[config.mk]
export PLATFORM = sky130hd
export DESIGN_NAME = stream_mem_invoker
export DESIGN_NICKNAME = d
export VERILOG_FILES = /design/src/rtl/stream_mem_invoker.sv
export SDC_FILE = /design/constraint.sdc
export NUM_CORES = 1
export LEC_CHECK = 0
export CAP_MARGIN = 20
export CORE_MARGIN = 3
export CORE_UTILIZATION = 58
export CTS_BUF_LIST = sky130_fd_sc_hd__clkbuf_4 sky130_fd_sc_hd__clkbuf_8
export DETAILED_ROUTE_END_ITERATION = 8
export GPL_ROUTABILITY_DRIVEN = 0
export PLACE_DENSITY = 0.78
export SLEW_MARGIN = 20
export SYNTH_ARGS = -nofsm -noshare
export SYNTH_HDL_FRONTEND = slang
export SYNTH_SLANG_ARGS = --single-unit
[constraint.sdc]
create_clock -name clk -period 3.9 [get_ports clk]
set_clock_uncertainty 0.15 [all_clocks]
set_input_delay 0.585 -clock clk [delete_from_list [all_inputs] [get_ports clk]]
set_output_delay 0.585 -clock clk [all_outputs]
set_load 0.01 [all_outputs]
[src/rtl/stream_mem_invoker.sv]
// Stream-fed scratch memory that is loaded from an upstream stream, handed to an
// attached Calyx-style kernel through a single-port memory interface, and drained downstream.
module stream_mem_invoker #(
  parameter int WIDTH    = 32,
  parameter int SIZE     = 16,
  parameter int IDX_SIZE = 4
) (
  input  logic                clk,
  input  logic                reset,
  input  logic                start,
  output logic                busy,
  output logic                done,
  input  logic                s_valid,
  output logic                s_ready,
  input  logic [WIDTH-1:0]    s_data,
  output logic                m_valid,
  input  logic                m_ready,
  output logic [WIDTH-1:0]    m_data,
  output logic                kernel_go,
  input  logic                kernel_done,
  input  logic [IDX_SIZE-1:0] mem_addr0,
  input  logic [WIDTH-1:0]    mem_write_data,
  input  logic                mem_write_en,
  output logic [WIDTH-1:0]    mem_read_data,
  output logic                mem_done
);

  // state  | meaning
  // IDLE   | waiting for start
  // LOAD   | accepting SIZE words from the upstream stream
  // RUN    | kernel owns the memory port until kernel_done
  // DRAIN  | presenting SIZE words downstream
  // FINISH | one-cycle done pulse
  localparam logic [2:0] IDLE   = 3'd0;
  localparam logic [2:0] LOAD   = 3'd1;
  localparam logic [2:0] RUN    = 3'd2;
  localparam logic [2:0] DRAIN  = 3'd3;
  localparam logic [2:0] FINISH = 3'd4;

  localparam int AW = (SIZE > 1) ? $clog2(SIZE) : 1;

  logic [2:0]          state, state_nxt;
  logic [IDX_SIZE:0]   idx, idx_nxt;
  logic [WIDTH-1:0]    mem [SIZE];
  logic [AW-1:0]       idx_a;
  logic [AW-1:0]       kaddr_a;
  logic                kaddr_ok;
  logic                idx_last;
  logic                s_hs;
  logic                m_hs;
  logic                k_wr;

  assign idx_a    = AW'(idx);
  assign kaddr_a  = AW'(mem_addr0);
  assign kaddr_ok = (32'(mem_addr0) < 32'(SIZE));
  assign idx_last = (32'(idx) == 32'(SIZE - 1));

  assign s_hs = (state == LOAD) && s_valid;
  assign m_hs = (state == DRAIN) && m_ready;
  assign k_wr = (state == RUN) && mem_write_en;

  always_comb begin
    state_nxt = state;
    idx_nxt   = idx;
    case (state)
      IDLE: begin
        if (start) begin
          state_nxt = LOAD;
          idx_nxt   = '0;
        end
      end
      LOAD: begin
        if (s_hs) begin
          if (idx_last) begin
            state_nxt = RUN;
            idx_nxt   = '0;
          end else begin
            idx_nxt = idx + 1'b1;
          end
        end
      end
      RUN: begin
        if (kernel_done) begin
          state_nxt = DRAIN;
          idx_nxt   = '0;
        end
      end
      DRAIN: begin
        if (m_hs) begin
          if (idx_last) begin
            state_nxt = FINISH;
            idx_nxt   = '0;
          end else begin
            idx_nxt = idx + 1'b1;
          end
        end
      end
      FINISH: begin
        state_nxt = IDLE;
      end
      default: begin
        state_nxt = IDLE;
        idx_nxt   = '0;
      end
    endcase
  end

  // Out-of-range kernel writes are dropped but still acknowledged.
  always_ff @(posedge clk or posedge reset) begin
    if (reset) begin
      state    <= IDLE;
      idx      <= '0;
      mem_done <= 1'b0;
    end else begin
      state    <= state_nxt;
      idx      <= idx_nxt;
      mem_done <= k_wr;
    end
  end

  // Array contents deliberately survive reset.
  always_ff @(posedge clk) begin
    if (s_hs) begin
      mem[idx_a] <= s_data;
    end else if (k_wr && kaddr_ok) begin
      mem[kaddr_a] <= mem_write_data;
    end
  end

  assign busy          = (state != IDLE);
  assign done          = (state == FINISH);
  assign s_ready       = (state == LOAD);
  assign m_valid       = (state == DRAIN);
  assign kernel_go     = (state == RUN);
  assign m_data        = m_valid ? mem[idx_a] : '0;
  assign mem_read_data = ((state == RUN) && kaddr_ok) ? mem[kaddr_a] : '0;

endmodule

# [Word-level counts from Yosys, hierarchy flattened]
# Memory sizes are Yosys's and may differ from the RTL's.
# Index checks and enable logic that the tools add are counted.
[word_totals] register_bits=9 mem_bits_rw=512 inputBits=75 out_inout_bits=70 wordCells=48 n_memories=1
[op_classes] addsub=1 eq_ne=11 muxes=23 bitwise_logic=1 reduce_logical=8
[memory_table] name="mem" words=16 word_bits=32 read_ports=2 rd_ports_with_merged_regs=0 wr=1 line_no="44" source="logic [WIDTH-1:0] mem [SIZE];"
[op_table] cell="$mux 32" count=3
[op_table] cell="$reduce_or 32->1" count=1
[op_table] cell="$mux 5" count=5
[op_table] cell="$pmux 5 s5" count=1
[op_table] cell="$mux 3" count=6
[op_table] cell="$pmux 3 s4" count=1
[op_table] cell="$ne 2x1->1 const B" count=5
[op_table] cell="$eq 3x2->1 const B" count=2
[op_table] cell="$mux 1" count=6
[op_table] cell="$reduce_and 6->1" count=1
[op_table] cell="$add 5x1->5 const B" count=1
[op_table] cell="$eq 5x4->1 const B" count=1
[op_table] cell="$reduce_and 5->1" count=1
[op_table] cell="$mux 4" count=1
[op_table] cell="$eq 3x1->1 const B" count=1
[op_table] cell="$eq 3x3->1 const B" count=1
[op_table] cell="$logic_and 1x1->1" count=3
[op_table] cell="$logic_not 3->1" count=1
[op_table] cell="$reduce_bool 3->1" count=1
[op_table] cell="$ne 2x2->1 const B" count=1
[op_table] cell="$not 1->1" count=1

# [Longest topological paths before layout]
[depth] word_depth=7 depth_mapped=7

# [Least setup slack after synthesis]
# OpenSTA, ideal clock, no wires.
[synth_path] kind="input to register" from="in mem_write_en" to="mem mem[0][0], enable pin" t_arrival_ns=2.820 setup_slack_ns=0.508 cell_stages=7 cell_sequence="nand4bb_1 -> clkbuf_1 -> inv_1 -> clkbuf_1 -> nor3_1 -> o21ai_0 -> nor2_1"
[synth_via] elab_chain_cells=6 word_cells_on_any_way=7
[synth_lines] item="start: declaration" line_no="23" source="input logic mem_write_en,"
[synth_lines] item="$logic_and 1x1->1 (*)" line_no="60" source="assign k_wr = (state == RUN) && mem_write_en;"
[synth_lines] item="$mux 1 (*)" line_no="125" source="end else if (k_wr && kaddr_ok) begin"
[synth_lines] item="$mux 1 (*)" line_no="123" source="if (s_hs) begin"
[synth_lines] item="$mux 1 (implied by the code) (*)" line_no="126" source="mem[kaddr_a] <= mem_write_data;"
[synth_lines] item="$reduce_or 32->1 (no source line)"
[synth_lines] item="$mux 4 (no source line) or $mux 1 (tied branches)"
[synth_lines] item="end: declaration" line_no="44"
# Every way passes the cells marked *; elsewhere a longest branch is shown, timed or not.

# [Worst setup path after layout]
[layout_path] from="reg state[0]" to="out mem_read_data[19]"
[layout_via] elab_chain_cells=2
[layout_lines] item="start: declaration" line_no="42" source="logic [2:0] state, state_nxt;"
[layout_lines] item="start signal: assignment" line_no="115" source="state <= state_nxt;"
[layout_lines] item="$eq 3x2->1" line_no="136" source="assign mem_read_data = ((state == RUN) && kaddr_ok) ? mem[kaddr_a] : '0;"
[layout_lines] item="$mux 32" line_no="136"
[layout_lines] item="end: declaration" line_no="24" source="output logic [WIDTH-1:0] mem_read_data,"
# Every way passes these cells.

==> flow_metrics.env <==
export IMPL_crit_path_start_kind="flip-flop"
export IMPL_grt_pass1_wl_mm=93.3
export IMPL_first_pass_iters=5
export IMPL_power_mw=16.2
export IMPL_crit_type="reg -> out"
export IMPL_yosysWarnings=0
export IMPL_routedWlPerCell_um=30.7
export IMPL_drt_drc_violations_left=0
export IMPL_clk_pin_slew_ns=0.06
export IMPL_initial_core_util=0.596
export IMPL_drtIter0Drc=1810
export IMPL_synth_nets=1346
export IMPL_tightestPinTransition_ns=1.12
export IMPL_io_pins=145
export IMPL_grt_ovfl_total=0
export IMPL_die_w_um=209
export IMPL_cts_tree="done"
export IMPL_finalMaxSlewViolations=0
export IMPL_antennaDiodeCount=0
export IMPL_cts_buffers=83
export IMPL_syn_inst=1270
export IMPL_peakVddDrop_mv=0.364
export IMPL_synth_area_per_cell_um2=18.9
export IMPL_critPathArrivalTime_ns=3.09
export IMPL_hold_viol_final=0
export IMPL_syn2layout_area_growth_pct=17.4
export IMPL_powerDensity_nw_per_um2=577
export IMPL_root_buffer="clkbuf_8"
export IMPL_die_area_um2=43800
export IMPL_crit_required_ns=3.16
export IMPL_grt_pass1_vias=14947
export IMPL_leakagePower_nw=9.14
export IMPL_nets=1538
export IMPL_dr_total_vias=14343
export IMPL_track_usage=0.289
export IMPL_end_kind="output port"
export IMPL_io_buffer_count=144
export IMPL_cts_sink_count=521
export IMPL_drive_gt1_frac=0.313
export IMPL_max_cap_violations=0
export IMPL_htreeDepth=3
export IMPL_min_path_type="in -> async"
export IMPL_slew_limit_headroom=0.253
export IMPL_core_um2=40300
export IMPL_cts_buffer_depth=3
export IMPL_hpwl_mm=35.4
export IMPL_totalWireLength_mm=62.7
export IMPL_min_period_ns=3.83
export IMPL_final_setup_viol_count=0
export IMPL_vias_per_cell=7.02
export IMPL_status="completed"
export IMPL_num_rows=73
export IMPL_hold_buffers=0
export IMPL_rsz0062_at_grt="no"
export IMPL_antenna_left=0
export IMPL_ys_ff_latch=521
export IMPL_crit_fanout=31
export IMPL_max_clock_freq_mhz=261
export IMPL_fp_dieH_um=209
export IMPL_netlist_area_um2=24000
export IMPL_final_period_utilization=0.981
export IMPL_insertion_delay_ns=0.61
export IMPL_finalSetupTns_ns=0
export IMPL_antenna_found_initial=1
export IMPL_grt_max_degree=46
export IMPL_ys_seq_area_frac=0.650
export IMPL_yosysUniqueCellTypes=43
[state kept, by name, summed over array words and instances, names as in the netlist]
signal	count
state	3
idx	5
mem_done	1
mem	512
[cell families (layout without fill, tap and decap cells)]
kind of cell | after synthesis | in the layout | synth area share
compound gates | 146 | 146 | 0.0448
xor+xnor | 1 | 1 | 0.000365
fa+ha+maj | 1 | 1 | 0.000521
buf+inv | 110 | 357 | 0.0205
flops | 521 | 521 | 0.650
mux | 260 | 260 | 0.241
simple gates | 231 | 231 | 0.0425
[final timing paths]
kind	from	end	slack, ns	cells after the start
setup reg to reg	state[2]	mem[6][24]	0.58	7
setup / recovery	state[0]	mem_read_data[19]	0.07	6
hold / removal	reset	state[2]	0.1	2
min in group clk	idx[4]	idx[4]	0.36	1
max in group asynchronous	reset	idx[0]	3.19	2
hold reg to reg	idx[4]	idx[4]	0.36	1
[layer usage]
metal,part of all wire,track usage
met1,0.35,0.408
met2,0.48,0.447
met3,0.13,0.0765
met4,0.033,0.0979
met5,0.00011,0
[power by group]
| group | switching [mW] | total, mW | internal [mW] | leakage (nW) |
|---|---|---|---|---|
| sequential | 0.283 | 6.98 | 6.70 | 4.73 |
| combinational | 2.47 | 4.85 | 2.38 | 3.61 |
| clock | 2.07 | 4.41 | 2.34 | 0.804 |
| total | 4.82 | 16.2 | 11.4 | 9.14 |
[Yosys cell counts, drive strengths merged]
library cell	number	share of area
nor3	6	0.0015
nand3	6	0.0013
nor2	27	0.0042
and4b	1	0.00042
o21a	1	0.00031
a22oi	126	0.039
or3	1	0.00026
o21ai	8	0.0017
nor4	1	0.00026
and4	1	0.00037
nand2b	2	0.00052
o31ai	1	0.00031
mux4	254	0.24
clkbuf	45	0.0070
mux2	2	0.00094
nand4bb	1	0.00047
a21oi	1	0.00021
xor2	1	0.00037
nor2b	2	0.00052
a311oi	1	0.00037
edfxtp	512	0.64
dfrtp	9	0.0094
o211ai	1	0.00031
nor3b	10	0.0042
mux2i	4	0.0017
or4	1	0.00031
or4b	1	0.00042
inv	8	0.0013
nand3b	4	0.0013
nand4	1	0.00026
o221ai	1	0.00063
a21o	1	0.00031
ha	1	0.00052
buf	57	0.012
a31oi	5	0.0013
nand2	164	0.026
or3b	1	0.00037
or2	1	0.00026
[metrics by stage]
step | hold WS, ns | area [µm²] | util | std cells | worst slack (ns)
2_1_floorplan | 0.263 | 24000 | - | 1270 | 0.508
3_3_place_gp | 0.314 | 26500 | 0.659 | 1896 | 0.256
3_5_place_dp | 0.336 | 26500 | 0.659 | 1896 | 0.194
4_1_cts | 0.0886 | 28100 | 0.697 | 2036 | 0.0329
5_1_grt | 0.123 | 28200 | 0.699 | 2042 | 0.000496
6_report | 0.0954 | 28200 | 0.699 | 2042 | 0.0723
[cell type report]
type	instances	area (µm²)
repair buffers	209	2260
multi-input cells	639	8080
well taps	525	657
flip-flops and latches	521	15600
clock inverters	34	199
clock buffers	106	1330
fillers	2437	12100
inverters	8	30.0
[layout by cell type, fill, tap and decap left out, types with 9 or more instances in the layout]
| cell | count |
|---|---|
| edfxtp_1 | 512 |
| mux4_2 | 254 |
| nand2_1 | 164 |
| clkdlybuf4s50_1 | 142 |
| a22oi_1 | 126 |
| clkbuf_8 | 86 |
| buf_4 | 41 |
| buf_12 | 22 |
| clkbuf_4 | 21 |
| clkinv_1 | 21 |
| nor2_4 | 18 |
| nor2_1 | 9 |
| clkinv_2 | 9 |
[critical path: stages (launching register included)]
cell	delay, ns
dfrtp_1	0.48
or3b_4	0.53
nor3b_4	0.25
buf_12	0.30
a22oi_1	0.18
nand2_1	0.16
clkdlybuf4s50_1	0.56
[timing repair]
item                                    in CTS  in global routing
buffers inserted                             0                  3
cloned                                       0                  2
endpoints found under the setup margin      32                 12
pin swaps                                    0                  1
gates resized for setup                      2                  1
Power figures use the tool's default switching activity.
